**src/rtl/leve1_pkg.sv**
```systemverilog
// Shared types and constants for the RV64M divide sequencer.
//   div_op_t    : funct3[1:0] encoding of the divide/remainder ops
//   div_state_t : sequencer controller states
//   DIV_ITER64/DIV_ITER32 : restoring-step counts for full-width and W ops
`ifndef XLEN
`define XLEN 64
`endif

package leve1_pkg;

  typedef enum logic [1:0] {
    DIV  = 2'b00,
    DIVU = 2'b01,
    REM  = 2'b10,
    REMU = 2'b11
  } div_op_t;

  typedef enum logic [1:0] {
    IDLE  = 2'b00,
    CALC  = 2'b01,
    FIXUP = 2'b10,
    DONE  = 2'b11
  } div_state_t;

  localparam int DIV_ITER64 = 64;
  localparam int DIV_ITER32 = 32;

  // funct3[0]=0 marks the signed flavours (DIV, REM).
  function automatic logic op_is_signed(input div_op_t op);
    return ~op[0];
  endfunction

  // funct3[1]=1 selects the remainder result.
  function automatic logic op_is_rem(input div_op_t op);
    return op[1];
  endfunction

endpackage

```
**src/rtl/leve1_div_step.sv**
```systemverilog
// One combinational restoring-divide iteration.
//   r_i [XLEN:0]   partial remainder
//   q_i [XLEN-1:0] dividend/quotient shift register (msb feeds the remainder)
//   d_i [XLEN-1:0] divisor magnitude
//   r_o, q_o       remainder and quotient after this step
module leve1_div_step #(
  parameter int XLEN = 64
) (
  input  logic [XLEN:0]   r_i,
  input  logic [XLEN-1:0] q_i,
  input  logic [XLEN-1:0] d_i,
  output logic [XLEN:0]   r_o,
  output logic [XLEN-1:0] q_o
);

  logic [XLEN:0] r_sh;
  logic [XLEN:0] diff;
  logic          ge;

  always_comb begin
    r_sh = {r_i[XLEN-1:0], q_i[XLEN-1]};
    diff = r_sh - {1'b0, d_i};
    // The remainder never exceeds the divisor between steps, so r_i[XLEN]
    // stays clear; if it were set the shifted value would certainly exceed d.
    ge   = r_i[XLEN] | (r_sh >= {1'b0, d_i});
    r_o  = ge ? diff : r_sh;
    q_o  = {q_i[XLEN-2:0], ge};
  end

endmodule

```
**src/rtl/leve1_div_seq.sv**
```systemverilog
// Multi-cycle RV64M divide/remainder sequencer (DIV/DIVU/REM/REMU + W forms).
// EX hands over one op, stalls on BUSY, and collects the result.
//   CLK, RSTn              clock, async active-low reset
//   REQ_VALID/REQ_READY    request handshake; REQ_OP funct3[1:0], REQ_W W-form
//   REQ_A, REQ_B           dividend / divisor
//   FLUSH                  abort whatever is in flight, return to IDLE
//   RSP_VALID/RSP_READY    response handshake; RSP_DATA result
//   BUSY                   high whenever the sequencer is not IDLE
module leve1_div_seq
  import leve1_pkg::*;
#(
  parameter int XLEN = `XLEN
) (
  input  logic            CLK,
  input  logic            RSTn,
  input  logic            REQ_VALID,
  output logic            REQ_READY,
  input  logic [1:0]      REQ_OP,
  input  logic            REQ_W,
  input  logic [XLEN-1:0] REQ_A,
  input  logic [XLEN-1:0] REQ_B,
  input  logic            FLUSH,
  output logic            RSP_VALID,
  input  logic            RSP_READY,
  output logic [XLEN-1:0] RSP_DATA,
  output logic            BUSY
);

  localparam int CW = $clog2(XLEN + 1);
  localparam logic [XLEN-1:0] MIN_X = {1'b1, {(XLEN-1){1'b0}}};
  localparam logic [XLEN-1:0] MIN_W = {{(XLEN-32){1'b1}}, 32'h8000_0000};

  function automatic logic [XLEN-1:0] sext32(input logic [31:0] v);
    return {{(XLEN-32){v[31]}}, v};
  endfunction

  function automatic logic [XLEN-1:0] zext32(input logic [31:0] v);
    return {{(XLEN-32){1'b0}}, v};
  endfunction

  div_state_t      state_q, state_d;
  div_op_t         op_q, op_d;
  logic            w_q, w_d;
  logic            neg_q_q, neg_q_d;
  logic            neg_r_q, neg_r_d;
  logic [CW-1:0]   cnt_q, cnt_d;
  logic [XLEN:0]   r_q, r_d;
  logic [XLEN-1:0] q_q, q_d;
  logic [XLEN-1:0] d_q, d_d;
  logic [XLEN-1:0] res_q, res_d;

  // Request decode
  div_op_t         req_op;
  logic            sgn, a_neg, b_neg, b_zero, ovf;
  logic [XLEN-1:0] a_ext, b_ext, a_mag, b_mag, q_init;

  // Step and fix-up results
  logic [XLEN:0]   step_r;
  logic [XLEN-1:0] step_q;
  logic [XLEN-1:0] q_fin, r_fin, res_sel, res_fix;

  leve1_div_step #(.XLEN(XLEN)) u_step (
    .r_i (r_q),
    .q_i (q_q),
    .d_i (d_q),
    .r_o (step_r),
    .q_o (step_q)
  );

  always_comb begin
    req_op = div_op_t'(REQ_OP);
    sgn    = op_is_signed(req_op);
    a_ext  = REQ_W ? (sgn ? sext32(REQ_A[31:0]) : zext32(REQ_A[31:0])) : REQ_A;
    b_ext  = REQ_W ? (sgn ? sext32(REQ_B[31:0]) : zext32(REQ_B[31:0])) : REQ_B;
    a_neg  = sgn & a_ext[XLEN-1];
    b_neg  = sgn & b_ext[XLEN-1];
    a_mag  = a_neg ? -a_ext : a_ext;
    b_mag  = b_neg ? -b_ext : b_ext;
    b_zero = (b_ext == '0);
    ovf    = sgn && (a_ext == (REQ_W ? MIN_W : MIN_X)) && (b_ext == '1);
    // W magnitudes fit in 32 bits; park them at the top of q so that
    // 32 shifts bring the quotient into q[31:0].
    q_init = REQ_W ? {a_mag[31:0], {(XLEN-32){1'b0}}} : a_mag;
  end

  always_comb begin
    q_fin   = neg_q_q ? -q_q : q_q;
    r_fin   = neg_r_q ? -r_q[XLEN-1:0] : r_q[XLEN-1:0];
    res_sel = op_is_rem(op_q) ? r_fin : q_fin;
    res_fix = w_q ? sext32(res_sel[31:0]) : res_sel;
  end

  always_comb begin
    state_d = state_q;
    op_d    = op_q;
    w_d     = w_q;
    neg_q_d = neg_q_q;
    neg_r_d = neg_r_q;
    cnt_d   = cnt_q;
    r_d     = r_q;
    q_d     = q_q;
    d_d     = d_q;
    res_d   = res_q;

    unique case (state_q)
      IDLE: begin
        if (REQ_VALID && !FLUSH) begin
          op_d    = req_op;
          w_d     = REQ_W;
          neg_q_d = a_neg ^ b_neg;
          neg_r_d = a_neg;
          cnt_d   = REQ_W ? CW'(DIV_ITER32) : CW'(XLEN);
          r_d     = '0;
          q_d     = q_init;
          d_d     = b_mag;
          if (b_zero) begin
            res_d   = op_is_rem(req_op) ? (REQ_W ? sext32(REQ_A[31:0]) : REQ_A) : '1;
            state_d = DONE;
          end else if (ovf) begin
            res_d   = op_is_rem(req_op) ? '0 : a_ext;
            state_d = DONE;
          end else begin
            state_d = CALC;
          end
        end
      end
      CALC: begin
        r_d   = step_r;
        q_d   = step_q;
        cnt_d = cnt_q - 1'b1;
        if (cnt_q == CW'(1)) state_d = FIXUP;
      end
      FIXUP: begin
        res_d   = res_fix;
        state_d = DONE;
      end
      DONE: begin
        if (RSP_READY) state_d = IDLE;
      end
      default: state_d = IDLE;
    endcase

    if (FLUSH) state_d = IDLE;
  end

  always_ff @(posedge CLK or negedge RSTn) begin
    if (!RSTn) state_q <= IDLE;
    else       state_q <= state_d;
  end

  always_ff @(posedge CLK or negedge RSTn) begin
    if (!RSTn) begin
      op_q    <= DIV;
      w_q     <= 1'b0;
      neg_q_q <= 1'b0;
      neg_r_q <= 1'b0;
      cnt_q   <= '0;
      r_q     <= '0;
      q_q     <= '0;
      d_q     <= '0;
      res_q   <= '0;
    end else begin
      op_q    <= op_d;
      w_q     <= w_d;
      neg_q_q <= neg_q_d;
      neg_r_q <= neg_r_d;
      cnt_q   <= cnt_d;
      r_q     <= r_d;
      q_q     <= q_d;
      d_q     <= d_d;
      res_q   <= res_d;
    end
  end

  assign REQ_READY = (state_q == IDLE);
  assign RSP_VALID = (state_q == DONE);
  assign RSP_DATA  = res_q;
  assign BUSY      = (state_q != IDLE);

endmodule

```
**config.mk**
```make
export PLATFORM = sky130hd
export DESIGN_NAME = leve1_div_seq
export DESIGN_NICKNAME = d
export VERILOG_FILES = /design/src/rtl/leve1_pkg.sv /design/src/rtl/leve1_div_step.sv /design/src/rtl/leve1_div_seq.sv
export SDC_FILE = /design/constraint.sdc
export NUM_CORES = 1
export LEC_CHECK = 0
export ABC_CLOCK_PERIOD_IN_PS = 4930
export CORE_MARGIN = 1
export CORE_UTILIZATION = 50
export CTS_CLUSTER_SIZE = 16
export DETAILED_ROUTE_END_ITERATION = 16
export GPL_TIMING_DRIVEN = 0
export HOLD_SLACK_MARGIN = 0.15
export PLACE_DENSITY = 0.71
export SLEW_MARGIN = 20
export SYNTH_ARGS = -nofsm -noshare
export SYNTH_HDL_FRONTEND = slang
export SYNTH_SLANG_ARGS = --single-unit
```
**constraint.sdc**
```tcl
create_clock -name CLK -period 4.93 [get_ports CLK]
set_input_delay 0.986 -clock CLK [delete_from_list [all_inputs] [get_ports CLK]]
set_output_delay 0.986 -clock CLK [all_outputs]
set_load 0.01 [all_outputs]
```
======== Word-level counts from Yosys, hierarchy flattened ========
Cells that the tools add are included.
storage, ports and cells
  register bits after elaboration ......... 271
  latch bits .............................. 0
  bits in writable memories ............... 0
  bits in read-only memories .............. 0
  input bits .............................. 136
  output and inout port bits .............. 67
  word-level logic and storage cells ...... 80
  memories ................................ 0
cells by class
  $add $sub $neg .......................... 6
  $mul .................................... 0
  div/mod/pow operators ................... 0
  magnitude comparators ................... 1
  eq/ne operators ......................... 11
  shift-type cells ........................ 0
  multiplexer cells ....................... 34
  bitwise operators ....................... 5
  reductions and logical operators ........ 13
operators with widths
  cell                    number
  $mux W64                18
  $neg A64 Y64            4
  $pmux W64 S2            2
  $mux W65                2
  $pmux W65 S2            1
  $ge A65 B64 Y1          1
  $sub A65 B64 Y65        1
  $eq A64 B64 Y1          1
  $eq A64 B64 Y1 const B  1
  $logic_not A64 Y1       1
  $mux W63                1
  $mux W7                 2
  $pmux W7 S2             1
  $mux W2                 6
  $pmux W2 S4             1
  $eq A7 B1 Y1 const B    1
  $sub A7 B1 Y7 const B   1
  $ne A3 B1 Y1 const B    2
  $reduce_and A3 Y1       2
  $reduce_bool A2 Y1      3
  $eq A2 B2 Y1 const B    2
  $reduce_and A2 Y1       2
  $logic_and A1 B1 Y1     3
  $ne A3 B2 Y1 const B    1
  9 further kinds         10

======== Logic depth before layout (Yosys ltp) ========
  depth in word-level cells ............... 10
  depth in mapped cells ................... 15
  gate-level depth less buffers ........... 14

======== By module ========
From an unflattened synthesis, not the netlist that was laid out.
unflattened totals
  cells, all modules ...................... 3347
  area total of the unflattened synthesis .. 24965.2 µm²
modules (own cells, without submodules)
  module          times used  cells an instance  area each (µm²)  seq. area each (µm²)
  leve1_div_seq   1           2420               19391.1          6756.5
  leve1_div_step  1           927                5574.1           0.0

======== Worst setup path before layout ========
OpenSTA, ideal clock, no wires.
  path type ............................... input-to-reg
  start point ............................. in REQ_B[15]
  end point ............................... reg res_q[38], in the netlist RSP_DATA[38]
  library setup time ...................... 125 ps
  data arrival time ....................... 4218 ps
  data required time ...................... 4805 ps
  path slack .............................. 587 ps
  stages on the path ...................... 10
  buffers on the path ..................... 2
  path through ............................ or4_1 -> or4_4 -> nor4_4 -> or4b_1 -> or3_1 -> buf_2 -> and3_4 -> a21oi_1 -> buf_4 -> mux2_2
between the ends
  cells in the longest elaborated chain, start to end .. 6
  elaborated cells between the ends (all ways) .. 10
  those cells by class .................... eq/ne (2); mux (5); reduce/logical (3)
ends and longest elaborated chain
  element                                                                    line                                       RTL
  start: declaration                                                         leve1_div_seq.sv:21                        input logic [XLEN-1:0] REQ_B,
  $mux W64                                                                   leve1_div_seq.sv:74                        b_ext = REQ_W ? (sgn ? sext32(REQ_B[31:0]) : zext32(REQ_B[31:0])) : REQ_B;
  $mux W64 *                                                                 leve1_div_seq.sv:74
  $eq A64 B64 Y1 / $logic_not A64 Y1 (equally long branches)                 leve1_div_seq.sv:80, leve1_div_seq.sv:79
  $logic_and A1 B1 Y1 / $mux W64 (equally long branches)                     leve1_div_seq.sv:80, leve1_div_seq.sv:116
  $ne A3 B1 Y1 (no source line) / $mux W64 (equally long branches)           --
  $reduce_and A3 Y1 (no source line) / $pmux W64 S2 (equally long branches)  --
  end signal: assignment                                                     leve1_div_seq.sv:171                       res_q <= res_d;
  end: declaration                                                           leve1_div_seq.sv:50                        logic [XLEN-1:0] res_q, res_d;
Mark *: on every way between the ends. The rest lies on a longest branch, timed or not. The select of a mux whose other input is x is not followed.
A chain may end at the register's enable or synchronous reset.

======== Final worst setup path ========
  start point ............................. in REQ_W
  end point ............................... reg q_q[39]
between the ends
  cells in the longest elaborated chain, start to end .. 6
  elaborated cells between the ends (all ways) .. 7
  those cells by class .................... add/sub (1); mux (5); bitwise (1)
ends and longest elaborated chain
  element                                               line                                      RTL
  start: declaration                                    leve1_div_seq.sv:19                       input logic REQ_W,
  $mux W64                                              leve1_div_seq.sv:73                       a_ext = REQ_W ? (sgn ? sext32(REQ_A[31:0]) : zext32(REQ_A[31:0])) : REQ_A;
  $neg A64 Y64 / $and A1 B1 Y1 (equally long branches)  leve1_div_seq.sv:77, leve1_div_seq.sv:75
  $mux W64                                              leve1_div_seq.sv:77                       a_mag = a_neg ? -a_ext : a_ext;
  $mux W64 *                                            leve1_div_seq.sv:83                       q_init = REQ_W ? {a_mag[31:0], {(XLEN-32){1'b0}}} : a_mag;
  $mux W64 *                                            leve1_div_seq.sv:107                      if (REQ_VALID && !FLUSH) begin
  $pmux W64 S2 *                                        leve1_div_seq.sv:105                      unique case (state_q)
  end signal: assignment                                leve1_div_seq.sv:169                      q_q <= q_d;
  end: declaration                                      leve1_div_seq.sv:48                       logic [XLEN-1:0] q_q, q_d;
Marks and branches as above.

==> impl_results.md <==
- Commonest cells after routing, fill and taps aside: nand2_1 (378), o21ai_0 (332), a21oi_1 (324)
- Asr flop ratio synth: 100.0%
- Final Critical Period: 5017 ps
- Wire per inst: 27.40 um
- DRT Pass-1 Iters: 9
- Post-synthesis sequential area ratio: 29.40%
- CTS Hold Buffers Added: 0
- GPL Wtd Cong: 1.043
- Post-synthesis cell area: 22,980 um^2
- Reg2reg end: RSP_DATA[52]$_DFFE_PN0P_
- Cell Pwr Density: 619.1 nW/um^2
- Reg2Reg Setup Slack: 120 ps
- Number of port buffers: 198
- Remaining global-route overflow: 0
- Failing checks: setup timing
- Iter 0 DRT Violations: 3,628
- Area Overhead vs Synth: 18.00%
- #FFs+latches synth: 270
- Largest family of logic cells by synthesized area: compound AO/OA/AOI/OAI gates
- H-tree depth: 2
- RSZ-0062 raised after global routing: true
- Worst r2r path cells: 11
- Max cap viols: 0
- CP bufs+invs: 4
- Crit. End Element: flip-flop
- WP data required: 5440 ps
- Global Route Usage Sum: 44.82%
- Dpl cells: 3,872
- Hold Fails Final Rpt: 0
- Hold Path Class: input port to async pin
- CTS Buffer Depth: 3
- Most frequent CP cell: nand2_1
- # diodes: 0
- Avg Vias per Cell: 6.752
- CTS sink cnt: 270
- Non-filler cells in the finished layout: 3,935
- Initial antenna violation count: 2
- Arrival time at the worst endpoint: 5520 ps
- Critical path startpoint category: input port
- Adder-Cell Fraction of Synth Area: 4.170%
- CTS Buf Count: 36
- Nets: 3,525
- DR vias: 26,570
- Top FF cell, synth: dfrtp_1
- Slowest-stage cell, CP: nor2_1
- FP Rows: 78
- Initial Util: 50.64%
- Leakage: 10.86 nW
- CTS clk-pin slew, worst paths: 60 ps
- Final WS setup: -87.36 ps
- Family with the most delay on the worst path: buffers and inverters
- Antenna-violating nets left: 0
- Core area: 45,380 um^2
- CP Cell Sequence: clkdlybuf4s50_1, clkbuf_2, nand2_1, a21boi_0, nor2_1, clkbuf_1, buf_1, o21ai_0, xnor2_1, o211ai_1, nand2_1
- Max transition margin: 9.705%
- Worst r2r src: r_q[7]$_DFFE_PN0P_
- CP max FO: 10
- DP HPWL: 84,720 um
- Clk_skew: 19.18 ps
- Post-Syn Nets: 3,283
- Clock Latency Late Sink: 570 ps
- Share of cells above drive strength 1: 4.618%
- Post-synthesis xor/xnor area fraction: 11.47%
- Worst Tran Pin Value: 1337 ps
- Maximum vdd drop: 0.0003627 V
- Max Slew Vio Count: 0
- Pin count of the biggest net entering global routing: 103
- Maximum clock rate: 0.1993 GHz
- EDFF count, synth: 0
- Drt drc: 0
- CTS Root Cell: clkbuf_16
- Die Wd: 216.4 um
- First-pass GRT wire length: 156,900 um
- Final setup viols: 45
- Gate count of the mapped netlist: 3,071
- Syn_area_per_cell: 7.484 um^2
- Mux contribution to synthesized area: 0.6424%
- DP Worst Slack: -1592 ps
- Die H: 216.4 um
- Complex-gate fraction of the synthesized area: 27.96%
- Simple-gate share of the synthesized area: 20.97%
- Distinct cells, synth: 80
- TritonCTS clock tree: yes
- CP max stage delay: 740 ps
- Final Cycle Share: 101.8%
- Crit Path Category: input port to flip-flop
- Status: finished with violations
- Ys Warns: 0
- Drt total wl: 107,800 um
- Commonest non-fill, non-tap cell in the layout: nand2_1
- Vias in the first global route: 25,000
- Die area: 46,820 um^2
- Boundary Pins: 203
through the flow:
stage / TNS, ps / utilization, % / hold slack [ps] / power (W) / cell area, um^2
2_1_floorplan: 0 / - / 443.2 / 0.01004 / 22980
5_1_grt: -83.79 / 59.76 / 468.1 / 0.01760 / 27120
3_5_place_dp: -144120 / 56.86 / 469.4 / 0.01361 / 25800
3_3_place_gp: -2464280 / 56.66 / 464.5 / 0.01338 / 25710
6_report: -1088 / 59.76 / 417.6 / 0.01679 / 27120
4_1_cts: 0 / 59.59 / 450.7 / 0.01632 / 27040
synthesized netlist by cell type (21+ instances only):
master / number / area, um^2
ha_1: 75 / 938.4
nor2_1: 275 / 1032
o41ai_1: 27 / 236.5
nor3_1: 85 / 425.4
inv_1: 108 / 405.4
nand4_1: 45 / 281.5
o211ai_1: 28 / 210.2
o31ai_1: 81 / 608.1
a21oi_1: 326 / 1632
clkbuf_1: 168 / 630.6
a221oi_1: 27 / 236.5
a31oi_1: 29 / 181.4
xnor2_1: 164 / 1436
o21ai_0: 334 / 1672
nor4_1: 39 / 244.0
xor2_1: 137 / 1200
or3_1: 40 / 250.2
nand2_1: 378 / 1419
a21o_1: 31 / 232.7
nand3_1: 40 / 200.2
a32oi_1: 21 / 183.9
or4_1: 33 / 247.7
dfrtp_1: 270 / 6756
layer usage:
metal  up-vias  share of wire [%]  global-route usage [%]  wire [um]
met5         -              0.011                       0         12
met4         2                7.2                   28.15       7728
li1      11590                  -                       -          -
met2      1936                 44                   69.69      47870
met3       420                 12                   11.30      12740
met1     12620                 37                   55.56      39460
layout make-up:
| cell class | count | area, um^2 |
|---|---|---|
| plain buffers | 201 | 839.6 |
| clock buffers | 46 | 988.4 |
| clock inverters | 14 | 168.9 |
| fillers | 4210 | 18260 |
| inverters | 111 | 416.7 |
| multi-input cells | 2489 | 15120 |
| flip-flops and latches | 270 | 6756 |
| well taps | 600 | 750.7 |
| repair buffers | 204 | 2076 |
what timing repair did:
| action | CTS | global route |
|---|---|---|
| cloned | 0 | 0 |
| setup buffers | 3 | 0 |
| setup endpoints to repair | 175 | 78 |
| gates resized for setup | 16 | 28 |
| pin swaps | 2 | 0 |
report_power, final:
group          internal, W  switching, W
clock network      0.00157       0.00109
logic              0.00353       0.00649
registers          0.00305       0.00106
worst register-to-register path, delay by kind of cell, from the launching register on:
kind,cells,cell delay [ps]
simple gates,5,2260
flops,1,480
mux,1,200
buf+inv,1,320
xor+xnor,1,190
compound gates,3,1200
sequential cells by signal, summed over array words and instances (netlist names):
signal and cells:
q_q 64, d_q 64, r_q 65, state_q 2
cnt_q 7, RSP_DATA 64, w_q 1, neg_q_q 1
neg_r_q 1, op_q 1
kinds of logic (layout without fill, tap and decap cells):
kind of cell | after synthesis | in the layout
AO/OA/AOI/OAI | 1063 | 1063
AND/OR/NAND/NOR | 1035 | 1035
buffers and inverters | 312 | 576
XOR/XNOR | 301 | 301
flip-flops | 270 | 270
adder cells (fa/ha/maj) | 76 | 76
multiplexers | 14 | 14
how the worst max path moves through the flow:
| stage | endpoint | depth (start not counted) | from | slack, ps |
|---|---|---|---|---|
| finish | q_q[39]$_DFFE_PN0P_ | 11 | REQ_W | -90 |
| global route | RSP_DATA[28]$_DFFE_PN0P_ | 14 | REQ_B[15] | -40 |
| CTS | RSP_DATA[38]$_DFFE_PN0P_ | 12 | REQ_B[15] | 6 |
| detailed placement | q_q[40]$_DFFE_PN0P_ | 10 | REQ_W | -1590 |
| global placement | d_q[48]$_DFFE_PN0P_ | 1 | RSTn | -8660 |
| floorplan | RSP_DATA[38]$_DFFE_PN0P_ | 10 | REQ_B[15] | 590 |
No activity file was read; power rests on OpenSTA's default activity.
